--- config.mk ---
export PLATFORM = sky130hd
export DESIGN_NAME = seg_scan_driver
export DESIGN_NICKNAME = d
export VERILOG_FILES = /design/src/rtl/seg_scan_driver_pkg.sv /design/src/rtl/seg_scan_driver_scan_tick_gen.sv /design/src/rtl/seg_scan_driver.sv
export SDC_FILE = /design/constraint.sdc
export NUM_CORES = 1
export LEC_CHECK = 0
export ABC_AREA = 1
export CAP_MARGIN = 20
export CORE_AREA = 10 10 106 80
export CTS_CLUSTER_DIAMETER = 40
export DETAILED_ROUTE_END_ITERATION = 7
export DIE_AREA = 0 0 116 90
export GPL_ROUTABILITY_DRIVEN = 1
export GPL_TIMING_DRIVEN = 0
export PLACE_DENSITY = 0.69
export SETUP_SLACK_MARGIN = 0.15
export SYNTH_ARGS = -nofsm -noshare
export SYNTH_HDL_FRONTEND = slang
export SYNTH_SLANG_ARGS = --single-unit
export TNS_END_PERCENT = 5
--- constraint.sdc ---
create_clock -name clk -period 1.9 [get_ports clk]
set_input_delay 0.38 -clock clk [delete_from_list [all_inputs] [get_ports clk]]
set_output_delay 0.38 -clock clk [all_outputs]
set_load 0.01 [all_outputs]
--- src/rtl/seg_scan_driver_pkg.sv ---
// Shared constants and helpers for the multiplexed 7-segment display blocks.
// Anode and decimal-point lines are active-low on the common-anode board.
package seg_scan_driver_pkg;

  localparam logic ANODE_ON  = 1'b0;
  localparam logic ANODE_OFF = 1'b1;
  localparam logic DP_ON     = 1'b0;
  localparam logic DP_OFF    = 1'b1;

  localparam int DEFAULT_NUM_DIGITS = 4;

  // Bits needed to hold 0..n-1, never less than one so single-value counters still exist.
  function automatic int clog2(input int n);
    int w;
    for (w = 1; (1 << w) < n; w++) begin
    end
    return w;
  endfunction

endpackage

--- src/rtl/seg_scan_driver_scan_tick_gen.sv ---
// Digit-slot prescaler: counts REFRESH_DIV clocks per slot and flags the last one.
// Exposes both the current and next count so the caller can register outputs from next state.
module scan_tick_gen
  import seg_scan_driver_pkg::*;
#(
  parameter int REFRESH_DIV = 50000,
  parameter int CW          = clog2(REFRESH_DIV)
) (
  input  logic          clk,
  input  logic          reset,
  output logic [CW-1:0] cnt,
  output logic [CW-1:0] cnt_nxt,
  output logic          slot_tick
);

  // NOTE: combinational outputs get a full assignment on every path so no latch is inferred.
  always_comb begin
    slot_tick = (cnt == CW'(REFRESH_DIV - 1));
    cnt_nxt   = slot_tick ? '0 : cnt + CW'(1);
  end

  // NOTE: clocked state uses non-blocking assignments so all registers update together.
  always_ff @(posedge clk) begin
    if (reset) cnt <= '0;
    else       cnt <= cnt_nxt;
  end

endmodule

--- src/rtl/seg_scan_driver.sv ---
// Time-multiplexed common-anode 7-segment scanner with per-frame value latching,
// leading-zero suppression and a blanking interval at the start of every slot.
module seg_scan_driver
  import seg_scan_driver_pkg::*;
#(
  parameter int NUM_DIGITS   = DEFAULT_NUM_DIGITS,
  parameter int REFRESH_DIV  = 50000,
  parameter int BLANK_CYCLES = 1
) (
  input  logic                    clk,
  input  logic                    reset,
  input  logic [4*NUM_DIGITS-1:0] value,
  input  logic [NUM_DIGITS-1:0]   dp_in,
  input  logic                    lz_en,
  output logic [3:0]              hex,
  output logic [NUM_DIGITS-1:0]   an,
  output logic                    dp,
  output logic                    frame_start
);

  localparam int CW = clog2(REFRESH_DIV);
  localparam int IW = clog2(NUM_DIGITS);

  logic [CW-1:0]           cnt, cnt_nxt;
  logic                    slot_tick;
  logic [IW-1:0]           idx, idx_nxt;
  logic [4*NUM_DIGITS-1:0] shadow, shadow_nxt;
  logic [NUM_DIGITS-1:0]   dp_sh, dp_sh_nxt;
  logic                    lz_sh, lz_sh_nxt;
  logic                    frame_end;

  logic [NUM_DIGITS-1:0]   lz_blank;
  logic                    upper_zero;
  logic                    lit;
  logic [3:0]              hex_d;
  logic [NUM_DIGITS-1:0]   an_d;
  logic                    dp_d;
  logic                    fs_d;

  scan_tick_gen #(
    .REFRESH_DIV (REFRESH_DIV),
    .CW          (CW)
  ) u_tick (
    .clk       (clk),
    .reset     (reset),
    .cnt       (cnt),
    .cnt_nxt   (cnt_nxt),
    .slot_tick (slot_tick)
  );

  // Next-state: digit index and the frame shadow, which only moves on the last cycle of a frame.
  always_comb begin
    frame_end  = slot_tick && (idx == IW'(NUM_DIGITS - 1));
    idx_nxt    = idx;
    if (slot_tick) idx_nxt = (idx == IW'(NUM_DIGITS - 1)) ? '0 : idx + IW'(1);
    shadow_nxt = frame_end ? value : shadow;
    dp_sh_nxt  = frame_end ? dp_in : dp_sh;
    lz_sh_nxt  = frame_end ? lz_en : lz_sh;
  end

  always_ff @(posedge clk) begin
    if (reset) begin
      idx    <= '0;
      shadow <= '0;
      dp_sh  <= '0;
      lz_sh  <= 1'b0;
    end else begin
      idx    <= idx_nxt;
      shadow <= shadow_nxt;
      dp_sh  <= dp_sh_nxt;
      lz_sh  <= lz_sh_nxt;
    end
  end

  // Scan from the most significant digit down; digit 0 always shows so zero reads as "0".
  always_comb begin
    upper_zero = 1'b1;
    lz_blank   = '0;
    for (int i = NUM_DIGITS - 1; i >= 0; i--) begin
      upper_zero  = upper_zero && (shadow_nxt[4*i +: 4] == 4'h0);
      lz_blank[i] = lz_sh_nxt && upper_zero && (i != 0);
    end
  end

  always_comb begin
    hex_d = shadow_nxt[4*idx_nxt +: 4];
    lit   = (int'(cnt_nxt) >= BLANK_CYCLES) && !lz_blank[idx_nxt];
    an_d  = {NUM_DIGITS{ANODE_OFF}};
    if (lit) an_d[idx_nxt] = ANODE_ON;
    dp_d  = (lit && dp_sh_nxt[idx_nxt]) ? DP_ON : DP_OFF;
    fs_d  = (cnt_nxt == '0) && (idx_nxt == '0);
  end

  // Reset leaves the scanner on the first cycle of slot 0, so frame_start is already high.
  always_ff @(posedge clk) begin
    if (reset) begin
      hex         <= 4'h0;
      an          <= {NUM_DIGITS{ANODE_OFF}};
      dp          <= DP_OFF;
      frame_start <= 1'b1;
    end else begin
      hex         <= hex_d;
      an          <= an_d;
      dp          <= dp_d;
      frame_start <= fs_d;
    end
  end

endmodule

==> out/results.md, run 1 <==
| Parameter | This run | Unit |
|:---|:---|:---|
| Startpoint of the worst register-to-register path | u_tick.cnt[14]$_SDFF_PP0_ | - |
| Residual DRC | 0 | - |
| Rel. slew slack | 64.2 | % |
| Wire length of the first global-routing pass | 10900 | um |
| Final HPWL from detailed placement | 4760 | um |
| Arrival @ worst endpoint | 2.15 | ns |
| Global route total overflow | 0 | - |
| Tot GR Track Use | 12.7 | % |
| Number of global-route vias before repair | 2319 | - |
| Destination of the worst register-to-register timing path | hex[0]$_SDFF_PP0_ | - |
| Total count of max-transition violations in the final report | 0 | - |
| Worst Hold Slack | 0.458 | ns |
| Die Height | 90 | um |
| Number of nets in the finished design | 460 | - |
| Path type of the worst min-delay path | in -> reg | - |
| Worst path cell trace | nand2_1 -> inv_1 -> nand2_2 -> nor2_8 -> nand3_4 -> clkinv_4 -> buf_4 -> buf_4 -> o21ai_2 -> o21ai_0 -> a21oi_1 -> nor2_1 | - |
| Antenna cell count | 0 | - |
| Total setup violations reported at the end of the flow | 0 | - |
| Area share of the leading cell type in the synthesized netlist | 39.4 | % |
| Area used by multi-input combinational logic | 0.00141 | sq mm |
| Required arrival time at the worst endpoint | 2.16 | ns |
| CP max-delay cell | sky130_fd_sc_hd__dfxtp_2 | - |
| Run status | complete, no violations | - |
| Yosys top cell by area | sky130_fd_sc_hd__dfxtp_1 | - |
| Filler cell count in the final layout | 637 | - |
| Fraction of the yosys area taken by sequential cells | 39.4 | % |
| Register bit total from synthesis | 49 | - |
| Worst Reg-to-Reg Cells | 12 | - |
| Fraction of final layout cells with drive strength greater than 1 | 19.6 | % |
| Synth area leaders | sky130_fd_sc_hd__dfxtp_1 39%, sky130_fd_sc_hd__nand2_1 18%, sky130_fd_sc_hd__nor2_1 9.2% | - |
| Cell seen most often among critical-path stages | sky130_fd_sc_hd__buf_4 | - |
| Syn. warnings | 0 | - |
| Clock tree from TritonCTS | done | - |
| Cells after DPL | 482 | - |
| Final Hold Vio Count | 0 | - |
| Synthesis-to-finish area growth | 32.7 | % |
| Layout Skew | 0.0200 | ns |
| Die area | 0.0104 | sq mm |
| Sinks on the clock net | 49 | - |
| Capture point of the worst path | hex[0]$_SDFF_PP0_ | - |
| Max H-tree Level | 2 | - |
| Number of antenna violations at the first check in global routing | 0 | - |
| Category of the worst setup path capture point | flip-flop | - |
| Standard-cell row count | 25 | - |
| Transition time at the pin with the least slew margin | 0.537 | ns |
| Post-synth net total | 397 | - |
| Total wirelength of the detailed-routed design | 6670 | um |
| Clock latency reported for the late side of the worst-skew pair | 0.32 | ns |
| Drt pass-1 iters | 5 | - |
| Clk buf depth | 2 | - |
| Initial drt markers | 132 | - |
| Initial core utilization | 38.3 | % |
| Leakage | 1.47 | nW |
| Number of buffers inserted by hold repair at cts | 0 | - |
| Worst setup timing slack at the placement stage | -0.222 | ns |
| Sort of element at the start of the critical path | flip-flop | - |
| Number of buffers added by the clock tree synthesis step | 5 | - |
| Die W | 116 | um |
| Total Power Consumption | 1.79 | mW |
| Unrepaired setup endpoints after global routing | yes | - |
| Placer congestion estimate | 0.912 | - |
| Routed Antenna Nets | 0 | - |
| Peak supply drop | 272 | uV |
| Min Clock Period, post-route | 1.89 | ns |
| Vias per inst | 4.86 | - |
| Wire per inst | 13.0 | um |
| Largest driver fanout on the critical path | 6 | - |
| Sequential cell area | 996 | sq um |
| Clock Pin Slew Worst Setup and Hold Paths | 0.10 | ns |
| Worst Setup SP | u_tick.cnt[14]$_SDFF_PP0_ | - |
| Cell chosen for the clock root | sky130_fd_sc_hd__clkbuf_8 | - |
| Worst-case setup margin in the final layout | 0.00720 | ns |
| Worst Setup Path Type | reg -> reg | - |
| Cell Pwr Density | 542 | mW/mm^2 |
| Largest net degree at the start of global routing | 16 | - |
| Core Region | 0.00651 | sq mm |
| Mean Syn Cell Area | 6.74 | sq um |
| Register-to-register setup slack | 0.007 | ns |
| Netlist Area Pre-Place | 0.00249 | sq mm |
| Max incr delay on CP | 0.37 | ns |
| Share of the clock period used by the worst path | 99.6 | % |
| Number of unique standard cell types used by synthesis | 31 | - |
| Count of non-filler cells in the finished layout | 515 | - |
| I/O Pins | 33 | - |
| Highest Clock Rate | 0.528 | GHz |
| Count of vias placed by the detailed router | 2501 | - |
| # port buffers | 31 | - |
| Synthesized instance count | 370 | - |
| Number of max-capacitance violations reported | 0 | - |
## worst min path at each step
stage / from / endpoint / slack (ns) / cells after the start
4_1_cts: reset / frame_start$_SDFF_PP1_ / 0.47 / 3
5_1_grt: reset / frame_start$_SDFF_PP1_ / 0.49 / 3
6_report: reset / frame_start$_SDFF_PP1_ / 0.46 / 3
3_3_place_gp: shadow[7]$_SDFF_PP0_ / shadow[7]$_SDFF_PP0_ / 0.46 / 2
2_1_floorplan: shadow[10]$_SDFF_PP0_ / shadow[10]$_SDFF_PP0_ / 0.45 / 2
3_5_place_dp: shadow[7]$_SDFF_PP0_ / shadow[7]$_SDFF_PP0_ / 0.46 / 2
## cell usage after synthesis
master and count:
sky130_fd_sc_hd__clkbuf_1 5, sky130_fd_sc_hd__buf_6 1, sky130_fd_sc_hd__nand2_4 2, sky130_fd_sc_hd__nor2_8 2, sky130_fd_sc_hd__nor2_4 2, sky130_fd_sc_hd__ha_1 4, sky130_fd_sc_hd__clkinv_2 2, sky130_fd_sc_hd__o21bai_1 1
sky130_fd_sc_hd__or2_0 1, sky130_fd_sc_hd__o21ai_2 2, sky130_fd_sc_hd__inv_4 1, sky130_fd_sc_hd__inv_2 3, sky130_fd_sc_hd__nor3_1 4, sky130_fd_sc_hd__nand3b_1 1, sky130_fd_sc_hd__dfxtp_1 49, sky130_fd_sc_hd__nor2_1 61
sky130_fd_sc_hd__nand2_1 121, sky130_fd_sc_hd__nand3_4 2, sky130_fd_sc_hd__inv_1 35, sky130_fd_sc_hd__nand4_1 12, sky130_fd_sc_hd__o21ai_1 4, sky130_fd_sc_hd__xnor2_1 1, sky130_fd_sc_hd__nand3_1 21, sky130_fd_sc_hd__o21ai_0 7
sky130_fd_sc_hd__buf_2 2, sky130_fd_sc_hd__a21oi_1 15, sky130_fd_sc_hd__o211ai_1 1, sky130_fd_sc_hd__nand2_2 2, sky130_fd_sc_hd__o21ai_4 2, sky130_fd_sc_hd__nand3_2 1, sky130_fd_sc_hd__nor2_2 3
## flip-flops by register name, indices dropped and copies added (netlist names)
signal       cells
an               4
dp               1
dp_sh            4
frame_start      1
hex              4
idx              2
lz_sh            1
shadow          16
u_tick.cnt      16
## area by class of cell
cell class / count / share of cell area (%)
multi-input cells: 272 / 42.7
inverters: 41 / 4.92
repair buffers: 56 / 15.0
plain buffers: 8 / 1.59
clock buffers: 6 / 2.19
well taps: 81 / 3.06
flip-flops and latches: 49 / 30.1
clock inverters: 2 / 0.454
## kinds of logic (layout without fill, tap and decap cells)
logic type	count (synthesis)	after routing	share of synthesized area, %
adders and majority gates	4	4	2.01
buffers and inverters	49	113	7.98
and+or+nand+nor	235	235	42.5
DFF	49	49	39.4
AOI/OAI and AO/OA	32	32	7.83
xor gates and xnor gates	1	1	0.351
## stage by stage
| step | util [%] | TNS, ns | cell area [sq um] |
|---|---|---|---|
| floorplan | - | 0 | 2500 |
| global placement | 44.7 | -1.38 | 2910 |
| detailed placement | 44.7 | -1.70 | 2910 |
| CTS | 49.7 | 0 | 3230 |
| global route | 50.8 | -0.672 | 3310 |
| finish | 50.8 | 0 | 3310 |
## routing by layer
| layer | global-route usage, % | part of all wire (%) | vias up |
|---|---|---|---|
| met3 | 3.19 | 5.2 | 9 |
| met1 | 17.1 | 48 | 1141 |
| met4 | 4.16 | 1.6 | 0 |
| met5 | 0 | 0 | - |
| li1 | - | - | 1294 |
| met2 | 19.1 | 46 | 57 |
## where the power goes
part	leakage, nW	total, mW	internal (mW)	switching, mW
Clock	0.0374	0.642	0.260	0.382
Combinational	1.04	0.108	0.0615	0.0470
Sequential	0.400	1.04	1.03	0.00776
Total	1.47	1.79	1.36	0.436
## placed cells by master, fill, tap and decap left out, drive strengths merged, types with 2 or more instances in the layout
cell type and count:
nand2 125, nor2 68, dfxtp 49, inv 39, clkdlybuf4s50 31, buf 28, nand3 24, a21oi 15
o21ai 15, nand4 12, clkbuf 11, nor3 4, ha 4, clkinvlp 2, clkinv 2
## critical path: cells and delay by family, from the launching register on
| kind | cells | cell delay, ns |
|---|---|---|
| buffers and inverters | 4 | 0.37 |
| AND/OR/NAND/NOR | 5 | 0.59 |
| AO/OA/AOI/OAI | 3 | 0.50 |
| flip-flops | 1 | 0.37 |
## repair_timing
action | CTS | global route
endpoints found under the hold margin | 0 | 0
endpoints found under the setup margin | 11 | 10
gates resized for setup | 28 | 13
setup buffers | 18 | 6
pin swaps | 11 | 4
gates cloned | 1 | 0
Power figures use the tool's default switching activity.
==> inputs of run 2 (changes only) <==
--- a/config.mk
+++ b/config.mk
@@ -15,6 +15,7 @@
 export GPL_TIMING_DRIVEN = 0
 export PLACE_DENSITY = 0.69
 export SETUP_SLACK_MARGIN = 0.15
+export SKIP_LAST_GASP = 1
 export SYNTH_ARGS = -nofsm -noshare
 export SYNTH_HDL_FRONTEND = slang
 export SYNTH_SLANG_ARGS = --single-unit
==> run 2 against run 1 <==
  * Sequential power is essentially flat
  * Power is essentially flat
  * Sequential share of layout area is the same
  * Cell count is the same
  * Non-clock buffer count is the same
  * Largest cell class unchanged
==> out/results.md, run 2 (synthesis results as in run 1) <==
| Parameter | This run | Unit | Delta |
|:---|:---|:---|:---|
| Number of max-capacitance violations reported | 0 | - | unchanged |
| Leakage | 1.47 | nW | about the same |
| Worst Setup Path Type | reg -> reg | - |  |
| Transition time at the pin with the least slew margin | 0.553 | ns | +0.0157 ns |
| Largest net degree at the start of global routing | 16 | - | unchanged |
| Sort of element at the start of the critical path | flip-flop | - |  |
| Routed Antenna Nets | 0 | - | unchanged |
| Initial drt markers | 138 | - | +4.5% |
| Layout Skew | 0.0184 | ns | -0.00152 ns |
| Die area | 0.0104 | sq mm | unchanged |
| Vias per inst | 4.85 | - | about the same |
| Run status | complete, no violations | - |  |
| Max H-tree Level | 2 | - | unchanged |
| Total wirelength of the detailed-routed design | 6670 | um | about the same |
| Clk pwr share | 35.8 | % | about the same |
| Portion of total power attributed to sequential cells | 58.1 | % | about the same |
| Die Height | 90 | um | unchanged |
| I/O Pins | 33 | - | unchanged |
| Antenna cell count | 0 | - | unchanged |
| Fraction of final layout cells with drive strength greater than 1 | 19.6 | % | unchanged |
| Wire per inst | 13.0 | um | about the same |
| Drt pass-1 iters | 4 | - | -1 |
| Combinational power share | 6.1 | % | about the same |
| Final Hold Vio Count | 0 | - | unchanged |
| Commonest non-fill, non-tap cell in the layout | sky130_fd_sc_hd__nand2_1 | - |  |
| Total Power Consumption | 1.79 | mW | about the same |
| Number of global-route vias before repair | 2319 | - | unchanged |
| Path type of the worst min-delay path | in -> reg | - |  |
| Largest driver fanout on the critical path | 8 | - | +2 |
| Most frequent cells in the layout | 116 x sky130_fd_sc_hd__nand2_1, 53 x sky130_fd_sc_hd__nor2_1, 41 x sky130_fd_sc_hd__dfxtp_1 | - |  |
| Global route total overflow | 0 | - | unchanged |
| Die W | 116 | um | unchanged |
| Number of nets in the finished design | 460 | - | unchanged |
| Registers with the most flip-flops | shadow: 16 flops, u_tick.cnt: 16 flops | - |  |
| Clock tree from TritonCTS | done | - |  |
| Worst Hold Slack | 0.460 | ns | +0.00142 ns |
| Arrival @ worst endpoint | 2.06 | ns | -0.09 ns |
| Final HPWL from detailed placement | 4760 | um | unchanged |
| Clk buf depth | 2 | - | unchanged |
| Worst-case setup margin in the final layout | 0.0236 | ns | +0.0164 ns |
| Required arrival time at the worst endpoint | 2.09 | ns | -0.07 ns |
| Cell Pwr Density | 542 | mW/mm^2 | about the same |
| # port buffers | 31 | - | unchanged |
| Total count of max-transition violations in the final report | 0 | - | unchanged |
| Peak supply drop | 268 | uV | -1.6% |
| Register-to-register setup slack | 0.02 | ns | +0.02 ns |
| Highest Clock Rate | 0.533 | GHz | +0.87% |
| Internal power | 1.36 | mW | about the same |
| Tot GR Track Use | 12.7 | % | unchanged |
| Category of the worst setup path capture point | flip-flop | - |  |
| Total Negative Setup Slacks | 0 | ns | unchanged |
| Clock latency reported for the late side of the worst-skew pair | 0.32 | ns | about the same |
| Count of vias placed by the detailed router | 2499 | - | -0.080% |
| Cell chosen for the clock root | sky130_fd_sc_hd__clkbuf_8 | - |  |
| Sinks on the clock net | 49 | - | unchanged |
| Initial core utilization | 38.3 | % | unchanged |
| Residual DRC | 0 | - | unchanged |
| Filler cell count in the final layout | 637 | - | unchanged |
| Worst setup timing slack at the placement stage | -0.222 | ns | unchanged |
| Clock Pin Slew Worst Setup and Hold Paths | 0.10 | ns | about the same |
| Rel. slew slack | 63.1 | % | -1.0 points |
| Core Region | 0.00651 | sq mm | unchanged |
| Standard-cell row count | 25 | - | unchanged |
| Wire length of the first global-routing pass | 10900 | um | unchanged |
| Synthesis-to-finish area growth | 32.7 | % | unchanged |
| Unrepaired setup endpoints after global routing | yes | - |  |
| Number of antenna violations at the first check in global routing | 0 | - | unchanged |
| Total setup violations reported at the end of the flow | 0 | - | unchanged |
| Number of buffers added by the clock tree synthesis step | 5 | - | unchanged |
| Min Clock Period, post-route | 1.88 | ns | -0.0164 ns |
| Share of the clock period used by the worst path | 98.8 | % | -0.86 points |
| Placer congestion estimate | 0.912 | - | unchanged |
| Switch share | 24.3 | % | -0.026 points |
| Sw power | 0.436 | mW | -0.14% |
==> run 2: cell type report <==
class / instances / area, sq um / share of cell area [%]
Tap cell: 81 / 101 / 3.06
Clock inverter: 2 / 15.0 / 0.454
Multi-Input combinational cell: 272 / 1410 / 42.7
Timing Repair Buffer: 56 / 495 / 15.0
Sequential cell: 49 / 996 / 30.1
Inverter: 41 / 163 / 4.92
Buffer: 8 / 52.6 / 1.59
Clock buffer: 6 / 72.6 / 2.19
==> run 2: repair_timing <==
action                     4_1_cts  5_1_grt
setup buffers                   18        6
pin swaps                       11        4
hold buffers                     0        0
cloned                           1        0
setup endpoints to repair       11       10
gates resized for setup         28       11
hold endpoints to repair         0        0
==> run 2: routing by layer <==
metal  global-route usage, %  vias up  wire length [um]
met2                    19.1       79              3050
li1                        -     1295                 -
met3                    3.19        4               474
met5                       0        -                 0
met1                    17.1     1121              3090
met4                    4.16        0                55
==> run 2: per-stage QoR <==
step	std cells	cell area, sq um	util [%]
2_1_floorplan	370	2500	-
3_3_place_gp	482	2910	44.7
3_5_place_dp	482	2910	44.7
4_1_cts	509	3230	49.7
5_1_grt	515	3310	50.8
6_report	515	3310	50.8
==> run 2: critical path, stage by stage, from the launching register on <==
cell	delay [ns]
sky130_fd_sc_hd__dfxtp_2	0.38
sky130_fd_sc_hd__nand2_1	0.06
sky130_fd_sc_hd__inv_1	0.08
sky130_fd_sc_hd__nand2_2	0.10
sky130_fd_sc_hd__nor2_8	0.19
sky130_fd_sc_hd__nand2_8	0.09
sky130_fd_sc_hd__o21ai_4	0.32
sky130_fd_sc_hd__inv_4	0.11
sky130_fd_sc_hd__nand2_4	0.13
sky130_fd_sc_hd__nor2_2	0.04
sky130_fd_sc_hd__a21oi_1	0.16
sky130_fd_sc_hd__a21oi_1	0.09
==> run 2: power by group through the flow <==
stage / Sequential [mW] / Combinational, mW / Clock (mW)
after floorplan: 1.07 / 0.0312 / 0
after global placement: 1.07 / 0.0925 / 0
after detailed placement: 1.07 / 0.0940 / 0
after CTS: 1.04 / 0.107 / 0.647
after global routing: 1.04 / 0.118 / 0.691
final: 1.04 / 0.109 / 0.641
==> run 2: path summary, 6_finish.rpt <==
| check | from | endpoint | cells past startpoint |
|---|---|---|---|
| max | u_tick.cnt[14]$_SDFF_PP0_ | hex[3]$_SDFF_PP0_ | 11 |
| min | reset | frame_start$_SDFF_PP1_ | 3 |
| max reg2reg | u_tick.cnt[14]$_SDFF_PP0_ | hex[3]$_SDFF_PP0_ | 11 |
| min reg2reg | shadow[8]$_SDFF_PP0_ | shadow[8]$_SDFF_PP0_ | 2 |
==> inputs of run 3 (changes only) <==
--- a/config.mk
+++ b/config.mk
@@ -7,16 +7,16 @@
 export LEC_CHECK = 0
 export ABC_AREA = 1
 export CAP_MARGIN = 20
-export CORE_AREA = 10 10 106 80
+export CORE_AREA = 10 10 104 78
 export CTS_CLUSTER_DIAMETER = 40
 export DETAILED_ROUTE_END_ITERATION = 7
-export DIE_AREA = 0 0 116 90
-export GPL_ROUTABILITY_DRIVEN = 1
+export DIE_AREA = 0 0 114 88
 export GPL_TIMING_DRIVEN = 0
-export PLACE_DENSITY = 0.69
+export PLACE_DENSITY = 0.7
 export SETUP_SLACK_MARGIN = 0.15
 export SKIP_LAST_GASP = 1
 export SYNTH_ARGS = -nofsm -noshare
 export SYNTH_HDL_FRONTEND = slang
+export SYNTH_HIERARCHICAL = 1
 export SYNTH_SLANG_ARGS = --single-unit
 export TNS_END_PERCENT = 5
==> run 3 against run 2 <==
  * The flow now finishes with violations (negative setup slack)
  * Clock skew fell by 0.012 ns
  * Sequential share of layout area grew 0.31 points
  * Area after synthesis is 3.3% lower
  * Critical path type unchanged
  * Die area shrank 3.9%
  * Power grew 8.2%
  * Critical path depth rose by 2
  * Fmax fell by 3.6%
==> out/results.md, run 3 <==
| Parameter | This run | Unit | Delta |
|:---|:---|:---|:---|
| Run status | finished, violations left | - |  |
| Failing checks | negative setup slack | - |  |
| Share of the clock period used by the worst path | 102 | % | +3.7 points |
| Die area | 0.0100 | sq mm | -3.9% |
| Count of vias placed by the detailed router | 2300 | - | -8.0% |
| Cell chosen for the clock root | sky130_fd_sc_hd__clkbuf_8 | - |  |
| Peak supply drop | 303 | uV | +13% |
| Final Hold Vio Count | 0 | - | unchanged |
| Syn. warnings | 6 | - | +6 |
| # port buffers | 31 | - | unchanged |
| Most frequent cells after synthesis | 78 x sky130_fd_sc_hd__nand2_1, 65 x sky130_fd_sc_hd__nor2_1, 53 x sky130_fd_sc_hd__inv_1 | - |  |
| Final HPWL from detailed placement | 4450 | um | -6.5% |
| Wire length of the first global-routing pass | 10500 | um | -3.4% |
| Vias per inst | 4.74 | - | -2.3% |
| Total setup violations reported at the end of the flow | 5 | - | +5 |
| Netlist Area Pre-Place | 0.00241 | sq mm | -3.3% |
| Cell with the most instances after synthesis | sky130_fd_sc_hd__nand2_1 | - |  |
| Most used DFF post-synth | sky130_fd_sc_hd__dfxtp_1 | - |  |
| Number of max-capacitance violations reported | 0 | - | unchanged |
| Number of unique standard cell types used by synthesis | 33 | - | +6.5% |
| Fraction of final layout cells with drive strength greater than 1 | 21.6 | % | +2.0 points |
| Clock tree from TritonCTS | done | - |  |
| Worst Setup SP | u_tick/cnt[0]$_SDFF_PP0_ | - |  |
| Global route total overflow | 0 | - | unchanged |
| Clk buf depth | 2 | - | unchanged |
| Total count of max-transition violations in the final report | 0 | - | unchanged |
| Wire per inst | 12.5 | um | -3.9% |
| Layout Skew | 0.00656 | ns | -0.0119 ns |
| Synthesis-to-finish area growth | 35.7 | % |  |
| Total Negative Setup Slacks | -0.175 | ns | -0.175 ns |
| Antenna cell count | 0 | - | unchanged |
| Total Power Consumption | 1.94 | mW | +8.2% |
| Required arrival time at the worst endpoint | 2.09 | ns | about the same |
| Switch share | 21.1 | % | -3.2 points |
| Filler cell count in the final layout | 600 | - | -5.8% |
| Core Region | 0.00613 | sq mm | -5.8% |
| Sw power | 0.410 | mW | -6.0% |
| Max H-tree Level | 2 | - | unchanged |
| Largest driver fanout on the critical path | 5 | - | -3 |
| Category of the worst setup path capture point | flip-flop | - |  |
| Sequential cell area | 995 | sq um | -0.13% |
| Mean Syn Cell Area | 6.83 | sq um | +1.4% |
| Standard-cell row count | 24 | - | -4.0% |
| Highest Clock Rate | 0.514 | GHz | -3.6% |
| Synthesized instance count | 353 | - | -4.6% |
| Largest net degree at the start of global routing | 16 | - | unchanged |
| Sort of element at the start of the critical path | flip-flop | - |  |
| Number of buffers inserted by hold repair at cts | 0 | - | unchanged |
| Area share of the leading cell type in the synthesized netlist | 40.7 | % | +1.3 points |
| Number of buffers added by the clock tree synthesis step | 5 | - | unchanged |
| Combinational power share | 6.2 | % | about the same |
| Worst min-delay path startpoint | reset | - |  |
| Startpoint of the worst register-to-register path | u_tick/cnt[0]$_SDFF_PP0_ | - |  |
| Cell Pwr Density | 593 | mW/mm^2 | +9.4% |
| Clock latency reported for the late side of the worst-skew pair | 0.30 | ns | -0.02 ns |
| Internal power | 1.53 | mW | +13% |
| Registers with the most flip-flops | shadow: 16 flops, u_tick/cnt: 16 flops | - |  |
| Unrepaired setup endpoints after global routing | yes | - |  |
| Die Height | 88 | um | -2.2% |
| Number of global-route vias before repair | 2215 | - | -4.5% |
| Fraction of the yosys area taken by sequential cells | 40.7 | % | +1.3 points |
| Register bit total from synthesis | 49 | - | unchanged |
| Post-synth net total | 378 | - | -4.8% |
| Number of antenna violations at the first check in global routing | 0 | - | unchanged |
| Min Clock Period, post-route | 1.95 | ns | +0.0700 ns |
| Worst Setup Path Type | reg -> reg | - |  |
| Residual DRC | 0 | - | unchanged |
| Area used by multi-input combinational logic | 0.00132 | sq mm | -6.5% |
| Most frequent cells in the layout | 71 x sky130_fd_sc_hd__nand2_1, 54 x sky130_fd_sc_hd__nor2_1, 49 x sky130_fd_sc_hd__inv_1 | - |  |
| EDFF count, synth | 0 | - | unchanged |
| Sinks on the clock net | 49 | - | unchanged |
| Initial drt markers | 125 | - | -9.4% |
| Async SR Flop Fraction | 0 | % | unchanged |
| Arrival @ worst endpoint | 2.13 | ns | +0.07 ns |
| Tot GR Track Use | 12.7 | % | +0.040 points |
| Worst-case setup margin in the final layout | -0.0465 | ns | -0.0700 ns |
| Commonest non-fill, non-tap cell in the layout | sky130_fd_sc_hd__nand2_1 | - |  |
| Initial core utilization | 39.4 | % | +1.1 points |
| Transition time at the pin with the least slew margin | 0.549 | ns | -0.00354 ns |
| Drt pass-1 iters | 5 | - | +1 |
| Leakage | 1.48 | nW | +0.63% |
| Clk pwr share | 40.1 | % | +4.3 points |
| Register-to-register setup slack | -0.05 | ns | -0.07 ns |
| Yosys top cell by area | sky130_fd_sc_hd__dfxtp_1 | - |  |
| Total wirelength of the detailed-routed design | 6040 | um | -9.5% |
| Number of nets in the finished design | 431 | - | -6.3% |
| I/O Pins | 33 | - | unchanged |
| Placer congestion estimate | 0.881 | - | -3.4% |
| Routed Antenna Nets | 0 | - | unchanged |
| Clock Pin Slew Worst Setup and Hold Paths | 0.09 | ns | about the same |
| Die W | 114 | um | -1.7% |
| Portion of total power attributed to sequential cells | 53.7 | % | -4.4 points |
| Synth area leaders | sky130_fd_sc_hd__dfxtp_1 41%, sky130_fd_sc_hd__nand2_1 12%, sky130_fd_sc_hd__nor2_1 10% | - |  |
| Path type of the worst min-delay path | in -> reg | - |  |
| Rel. slew slack | 63.4 | % | +0.24 points |
-- run 3: cells by family after synthesis --
| kind of cell | count (synthesis) | share of synthesized area [%] |
|---|---|---|
| AND/OR/NAND/NOR | 201 | 37.7 |
| buffers and inverters | 65 | 11.1 |
| flip-flops | 49 | 40.7 |
| AO/OA/AOI/OAI | 33 | 8.41 |
| XOR/XNOR | 3 | 1.09 |
| adder cells (fa/ha/maj) | 2 | 1.04 |
-- run 3: cell type report --
cell class              count  area share, %
multi-input cells         239           40.4
flip-flops and latches     49           30.4
repair buffers             46           13.8
inverters                  55           6.47
well taps                  78           2.98
clock buffers               6           2.52
plain buffers              10           2.30
clock inverters             2           1.15
-- run 3: final timing paths --
| path | depth (start not counted) | end |
|---|---|---|
| worst max-delay path | 13 | an[2]$_SDFF_PP1_ |
| worst min register to register | 2 | shadow[8]$_SDFF_PP0_ |
| worst max register to register | 13 | an[2]$_SDFF_PP1_ |
| worst min-delay path | 2 | u_tick/cnt[15]$_SDFF_PP0_ |
-- run 3: per-stage QoR --
stage / hold WS, ns / util [%] / cells / area (sq um) / setup slack (ns)
after floorplan: 0.446 / - / 353 / 2440 / 0.159
after CTS: 0.421 / 53.1 / 484 / 3250 / 0.0379
after global routing: 0.441 / 53.4 / 485 / 3270 / -0.148
after detailed placement: 0.459 / 46.5 / 462 / 2850 / -0.243
after global placement: 0.455 / 46.5 / 462 / 2850 / -0.212
final: 0.421 / 53.4 / 485 / 3270 / -0.0465
-- run 3: layer usage --
metal / GRT usage (%) / up-vias / wire, um
li1: - / 1204 / -
met1: 17.8 / 1011 / 2940
met2: 18.4 / 80 / 2490
met3: 4.37 / 5 / 572
met4: 2.50 / 0 / 42
met5: 0 / - / 0
-- run 3: critical path, stage by stage, from the launching register on --
cell and delay (ns):
sky130_fd_sc_hd__dfxtp_4 0.37, sky130_fd_sc_hd__ha_4 0.15, sky130_fd_sc_hd__nand3_4 0.12, sky130_fd_sc_hd__nor3_4 0.33, sky130_fd_sc_hd__buf_4 0.17, sky130_fd_sc_hd__nand2_1 0.04, sky130_fd_sc_hd__nand2_1 0.06, sky130_fd_sc_hd__nand2_1 0.06
sky130_fd_sc_hd__inv_1 0.05, sky130_fd_sc_hd__nor2_1 0.03, sky130_fd_sc_hd__nand4_1 0.11, sky130_fd_sc_hd__nor2_2 0.08, sky130_fd_sc_hd__nor2_4 0.17, sky130_fd_sc_hd__nand3_2 0.09
-- run 3: timing repair --
action                     4_1_cts  5_1_grt
hold endpoints to repair         0        0
pin swaps                       13        8
setup endpoints to repair       22       14
setup buffers                   13        1
gates cloned                     1        0
gates resized for setup         46        4
-- run 3: power groups by stage --
stage / sequential, mW / clock [mW] / combinational (mW)
2_1_floorplan: 1.07 / 0 / 0.0375
3_3_place_gp: 1.07 / 0 / 0.104
3_5_place_dp: 1.07 / 0 / 0.104
4_1_cts: 1.04 / 0.803 / 0.120
5_1_grt: 1.04 / 0.850 / 0.131
6_report: 1.04 / 0.778 / 0.119
